### src/rtl/dp_sram_fifo_ctrl.sv
// Push/pop to dual-port SRAM controller: turns the SRAM into a 16-entry synchronous FIFO
// with occupancy, threshold flags, registered pop validity and sticky overflow/underflow.
module dp_sram_fifo_ctrl #(
  parameter int unsigned DATA_W    = 8,
  parameter int unsigned ADDR_W    = 4,
  parameter int unsigned AF_THRESH = 12,
  parameter int unsigned AE_THRESH = 2
) (
  input  logic              clk,
  input  logic              rst,
  input  logic              push,
  input  logic [DATA_W-1:0] push_data,
  input  logic              pop,
  output logic [DATA_W-1:0] pop_data,
  output logic              pop_valid,
  output logic              full,
  output logic              empty,
  output logic              almost_full,
  output logic              almost_empty,
  output logic [ADDR_W:0]   count,
  output logic              overflow,
  output logic              underflow,
  output logic [DATA_W-1:0] sram_din,
  output logic              sram_wen,
  output logic [ADDR_W-1:0] sram_addrw,
  output logic              sram_ren,
  output logic [ADDR_W-1:0] sram_addrr,
  input  logic [DATA_W-1:0] sram_dout
);

  localparam logic [ADDR_W:0] DEPTH_C = {1'b1, {ADDR_W{1'b0}}};
  localparam logic [ADDR_W:0] ONE_C   = {{ADDR_W{1'b0}}, 1'b1};
  localparam logic [ADDR_W:0] AF_C    = (ADDR_W+1)'(AF_THRESH);
  localparam logic [ADDR_W:0] AE_C    = (ADDR_W+1)'(AE_THRESH);

  logic [ADDR_W:0] wr_ptr_q, wr_ptr_d;
  logic [ADDR_W:0] rd_ptr_q, rd_ptr_d;
  logic [ADDR_W:0] count_q, count_d;
  logic            pop_valid_q, pop_valid_d;
  logic            overflow_q, overflow_d;
  logic            underflow_q, underflow_d;
  logic            wr_acc, rd_acc;

  assign full         = (count_q == DEPTH_C);
  assign empty        = (count_q == '0);
  assign almost_full  = (count_q >= AF_C);
  assign almost_empty = (count_q <= AE_C);

  // Strobes are masked during reset so no SRAM access escapes a cycle whose state is discarded.
  assign wr_acc = push & ~full & ~rst;
  assign rd_acc = pop & ~empty & ~rst;

  always_comb begin
    wr_ptr_d    = wr_ptr_q;
    rd_ptr_d    = rd_ptr_q;
    count_d     = count_q;
    pop_valid_d = rd_acc;
    overflow_d  = overflow_q | (push & full);
    underflow_d = underflow_q | (pop & empty);
    if (wr_acc) wr_ptr_d = wr_ptr_q + ONE_C;
    if (rd_acc) rd_ptr_d = rd_ptr_q + ONE_C;
    unique case ({wr_acc, rd_acc})
      2'b10:   count_d = count_q + ONE_C;
      2'b01:   count_d = count_q - ONE_C;
      default: count_d = count_q;
    endcase
  end

  always_ff @(posedge clk) begin
    if (rst) begin
      wr_ptr_q    <= '0;
      rd_ptr_q    <= '0;
      count_q     <= '0;
      pop_valid_q <= 1'b0;
      overflow_q  <= 1'b0;
      underflow_q <= 1'b0;
    end else begin
      wr_ptr_q    <= wr_ptr_d;
      rd_ptr_q    <= rd_ptr_d;
      count_q     <= count_d;
      pop_valid_q <= pop_valid_d;
      overflow_q  <= overflow_d;
      underflow_q <= underflow_d;
    end
  end

  assign count      = count_q;
  assign pop_valid  = pop_valid_q;
  assign overflow   = overflow_q;
  assign underflow  = underflow_q;
  assign pop_data   = sram_dout;
  assign sram_din   = push_data;
  assign sram_wen   = wr_acc;
  assign sram_ren   = rd_acc;
  assign sram_addrw = wr_ptr_q[ADDR_W-1:0];
  assign sram_addrr = rd_ptr_q[ADDR_W-1:0];

endmodule

### config.mk
export PLATFORM = sky130hd
export DESIGN_NAME = dp_sram_fifo_ctrl
export DESIGN_NICKNAME = d
export VERILOG_FILES = /design/src/rtl/dp_sram_fifo_ctrl.sv
export SDC_FILE = /design/constraint.sdc
export NUM_CORES = 1
export LEC_CHECK = 0
export CELL_PAD_IN_SITES_DETAIL_PLACEMENT = 0
export CELL_PAD_IN_SITES_GLOBAL_PLACEMENT = 1
export CORE_MARGIN = 2
export CORE_UTILIZATION = 23
export DETAILED_ROUTE_END_ITERATION = 8
export MAX_ROUTING_LAYER = met4
export PLACE_DENSITY = 0.8
export SLEW_MARGIN = 20
export SYNTH_ARGS = -nofsm -noshare
export SYNTH_HDL_FRONTEND = slang
export SYNTH_SLANG_ARGS = --single-unit
### constraint.sdc
create_clock -name clk -period 2.9 [get_ports clk]
set_clock_uncertainty 0.05 [all_clocks]
set_input_delay 0.87 -clock clk [delete_from_list [all_inputs] [get_ports clk]]
set_output_delay 0.87 -clock clk [all_outputs]
set_load 0.01 [all_outputs]
==> impl_table.tex <==
\begin{tabular}{lr}
\hline
Metric & Value \\
\hline
\multicolumn{2}{l}{\textbf{Critical path}} \\
\quad Worst flop-to-flop path endpoint & count[4] \\
\quad Endpoint kind of the worst setup timing path & output port \\
\quad Required time at the endpoint of the critical path & around 2000 ps \\
\quad Critical setup path kind & in -> out \\
\quad Cells on worst reg2reg path & 9 \\
\quad R2R setup slack & around 380 ps \\
\quad Maximum net fanout on the critical path & 2 \\
\quad Arr. time, crit path & around 1900 ps \\
\quad Launching element type of the critical path & primary input \\
\quad Origin of the critical flop-to-flop path & count[2] \\
\multicolumn{2}{l}{\textbf{Pwr}} \\
\quad Switching share of total power & between 20\% and 30\% \\
\quad Internal portion of total power & 0.492 mW \\
\quad VDD IR max & 0.000201 V \\
\quad Combinational power share & 35.6\% \\
\quad Clock share of power & between 20 and 30\% \\
\quad Reported leakage power & 0.582 nW \\
\quad Power per standard cell area & 507 nW/um\^{}2 \\
\quad Proportion of power drawn by flip-flops and latches & about 36\% \\
\quad Psw & 0.203 mW \\
\multicolumn{2}{l}{\textbf{STA}} \\
\quad Pins Over Slew Limit & 0 \\
\quad Achievable frequency & 353 MHz \\
\quad Number of hold violations in the final report & 0 \\
\quad Post-layout minimum cycle time & about 2800 ps \\
\quad Max transition margin & around 83\% \\
\quad Total of endpoints with negative setup slack in the final report & 0 \\
\quad Setup repair after global routing missed its margin & no \\
\quad Slew of the pin with the lowest slew margin & 256 ps \\
\quad Share of the clock period used by the worst path & 97.6\% \\
\quad Final-layout setup total negative slack & 0 ps \\
\multicolumn{2}{l}{\textbf{Logic synthesis}} \\
\quad Synth cell count leaders & sky130\_fd\_sc\_hd\_\_buf\_4, sky130\_fd\_sc\_hd\_\_dfxtp\_1, sky130\_fd\_sc\_hd\_\_nor2\_1 \\
\quad Number of flops mapped to enable cells by yosys & 0 \\
\quad Share of flip-flops with an asynchronous set or reset & 0\% \\
\quad Fraction of the yosys area taken by sequential cells & between 30\% and 40\% \\
\quad Synthesized netlist net count & roughly 130 \\
\quad YS warnings & 0 \\
\quad Number of cells produced by synthesis & 107 \\
\quad Top cells by area, synth & sky130\_fd\_sc\_hd\_\_dfxtp\_1, sky130\_fd\_sc\_hd\_\_buf\_4, sky130\_fd\_sc\_hd\_\_ha\_1, sky130\_fd\_sc\_hd\_\_nor2\_1, sky130\_fd\_sc\_hd\_\_a21oi\_1 \\
\quad Register bit total from synthesis & 16 \\
\quad Most frequently used flop master after synthesis & sky130\_fd\_sc\_hd\_\_dfxtp\_1 \\
\quad Distinct cell type count after synthesis & 33 \\
\quad Syn avg cell area & around 8.9 sq um \\
\quad Cell area after technology mapping & approximately 960 sq um \\
\quad Cell accounting for the most synthesized area & sky130\_fd\_sc\_hd\_\_dfxtp\_1 \\
\quad Share of the synthesized area in the top cell type & between 30\% and 40\% \\
\multicolumn{2}{l}{\textbf{Floorplan}} \\
\quad Number of rows in the core area & 23 \\
\quad Total I/O pin count & 58 \\
\quad Die span in x & between 60 and 70 um \\
\quad Initial Utilization & a little under a quarter \\
\quad Die Y-Extent & 68.5 um \\
\quad Area of the die & $\sim$4700 sq um \\
\quad Area inside the core boundary & 4000 sq um \\
\multicolumn{2}{l}{\textbf{Cells and area}} \\
\quad Fraction of final layout cells with drive strength greater than 1 & 26.1\% \\
\quad Layout-stage area growth over the synthesis result & 43.3\% \\
\quad Final net count & around 160 \\
\quad Count of antenna diodes in the layout & 0 \\
\quad Final cell count without fillers & around 180 \\
\quad Fillers & around 390 \\
\multicolumn{2}{l}{\textbf{Drt}} \\
\quad Routed Antenna Nets & 0 \\
\quad Post-route DRC & 0 \\
\quad Average vias per placed instance & around 4.5 \\
\quad DR pass1 iterations & 4 \\
\quad Total wire length & 2.29 mm \\
\quad Wirelength per Cell & around 12 um \\
\quad Number of vias after detailed routing & just over 800 \\
\quad Violation count after the first detailed-route iteration & 28 \\
\multicolumn{2}{l}{\textbf{Place}} \\
\quad Number of cells in the design after placement & between 150 and 200 \\
\quad Number of port buffers & 25 \\
\quad GPL Wtd Cong & between 0.7 and 0.8 \\
\quad Dpl hpwl & 1.74 mm \\
\multicolumn{2}{l}{\textbf{GRT}} \\
\quad Met2 Use GR & between 10\% and 20\% \\
\quad GRT Util Overall & 10.8\% \\
\quad Grt total ovfl & 0 \\
\quad Number of global-route vias before repair & 800 \\
\quad Largest net degree at the start of global routing & 20 \\
\quad Met3 usage in global routing & roughly 2.4\% \\
\quad Wire length of the first global-routing pass & 3.62 mm \\
\quad Met1 Track Usage GR & a little under an eighth \\
\quad GRT busiest layer & met2 \\
\quad Number of antenna violations at the first check in global routing & 0 \\
\multicolumn{2}{l}{\textbf{Clocking}} \\
\quad Largest buffer count on any clock path & 2 \\
\quad Clock latency reported for the late side of the worst-skew pair & between 200 and 300 ps \\
\quad Count of hold-fix buffers inserted at cts & 0 \\
\quad H-tree lvl count & 1 \\
\quad Number of setup buffers added after CTS & 0 \\
\quad Clock net sink count & 16 \\
\quad Clock slew at reported path FFs & roughly 60 ps \\
\quad Clock Tree Root & sky130\_fd\_sc\_hd\_\_clkbuf\_8 \\
\quad Num CTS Buffers & 3 \\
\quad Clock tree from TritonCTS & done \\
\multicolumn{2}{l}{\textbf{Flow run}} \\
\quad Max capacitance violation total & 0 \\
\multicolumn{2}{l}{\textbf{Min path}} \\
\quad Hold depth & 2 \\
\quad Min-Delay Startpoint & overflow \\
\quad Class of the most critical hold timing path & reg -> reg \\
\quad Capture endpoint of the worst hold path & overflow \\
\multicolumn{2}{l}{\textbf{Status}} \\
\quad Result of the run & complete, no violations \\
\hline
\end{tabular}
[routing by layer]
| layer | up-vias | wire, um |
|---|---|---|
| li1 | 401 | - |
| met1 | 383 | 969 |
| met2 | 28 | 1090 |
| met3 | 10 | 120 |
| met4 | 0 | 107 |
| met5 | - | 0 |
[how the worst max path moves through the flow]
stage / startpoint / end / slack (ps) / depth (start not counted)
after floorplan: push / count[4] / 30 / 9
after global routing: pop / sram_ren / 7 / 4
final: pop / sram_ren / 70 / 4
after detailed placement: push / count[4] / -560 / 10
after global placement: push / count[4] / -460 / 10
after CTS: rst / sram_ren / 10 / 4
[logic make-up (layout without fill, tap and decap cells)]
logic type / count (synthesis) / count (layout) / share of synthesized area [%]
buffers and inverters: 24 / 51 / 15.9
adders and majority gates: 7 / 7 / 9.93
muxes: 3 / 3 / 3.14
AOI/OAI and AO/OA: 17 / 17 / 13.2
and+or+nand+nor: 33 / 33 / 17.9
DFF: 16 / 16 / 33.5
xor gates and xnor gates: 7 / 7 / 6.41
[per-stage QoR]
stage / setup WS, ps / hold slack, ps / instance area (sq um) / power (mW) / util (%)
6_report: 69.0 / 425 / 1370 / 0.695 / 34.3
2_1_floorplan: 29.4 / 452 / 967 / 0.396 / -
4_1_cts: 14.5 / 433 / 1360 / 0.701 / 34.1
3_3_place_gp: -457 / 402 / 1280 / 0.488 / 31.9
5_1_grt: 7.43 / 474 / 1370 / 0.736 / 34.3
3_5_place_dp: -556 / 410 / 1280 / 0.495 / 31.9
[final cells by class]
| cell class | count | area (sq um) | share of cell area (%) |
|---|---|---|---|
| multi-input combinational | 67 | 534 | 39.0 |
| inverter | 4 | 15.0 | 1.09 |
| tap | 50 | 62.6 | 4.56 |
| sequential | 16 | 320 | 23.4 |
| timing repair buffer | 43 | 384 | 28.0 |
| clock buffer | 4 | 55.1 | 4.01 |
[critical path, stage by stage]
cell and delay, ps:
sky130_fd_sc_hd__clkdlybuf4s50_1 530, sky130_fd_sc_hd__o31ai_4 100, sky130_fd_sc_hd__nor2_4 130, sky130_fd_sc_hd__dlygate4sd2_1 280
[cell usage in the layout (no fill, tap or decap), types with 2 or more instances in the layout]
cell type / n
sky130_fd_sc_hd__xor2_1: 3
sky130_fd_sc_hd__or4_1: 2
sky130_fd_sc_hd__nor2_1: 15
sky130_fd_sc_hd__a211oi_1: 2
sky130_fd_sc_hd__nand3_1: 2
sky130_fd_sc_hd__nor4_1: 2
sky130_fd_sc_hd__dfxtp_1: 16
sky130_fd_sc_hd__nand2_1: 2
sky130_fd_sc_hd__dlygate4sd2_1: 3
sky130_fd_sc_hd__xnor2_1: 4
sky130_fd_sc_hd__inv_1: 4
sky130_fd_sc_hd__clkdlybuf4s50_1: 21
sky130_fd_sc_hd__ha_4: 2
sky130_fd_sc_hd__mux2i_1: 3
sky130_fd_sc_hd__a21oi_2: 2
sky130_fd_sc_hd__buf_4: 18
sky130_fd_sc_hd__clkbuf_8: 4
sky130_fd_sc_hd__a21oi_1: 7
sky130_fd_sc_hd__ha_1: 4
[registers in the layout, summed over array words and instances (netlist names)]
| signal | flops |
|---|---|
| count | 5 |
| overflow | 1 |
| underflow | 1 |
| wr_ptr_q | 4 |
| rd_ptr_q | 4 |
| pop_valid | 1 |
[power groups by stage]
stage / Combinational [mW] / Sequential [mW] / Clock [mW]
global placement: 0.232 / 0.256 / 0
global route: 0.273 / 0.255 / 0.209
finish: 0.247 / 0.253 / 0.195
detailed placement: 0.238 / 0.258 / 0
floorplan: 0.124 / 0.272 / 0
CTS: 0.246 / 0.253 / 0.202
[what timing repair did]
item                                    4_1_cts  5_1_grt
resized for setup                             9        2
hold endpoints to repair                      0        0
endpoints found under the setup margin        5        4
pin swaps                                     2        0
Power figures use the tool's default switching activity.
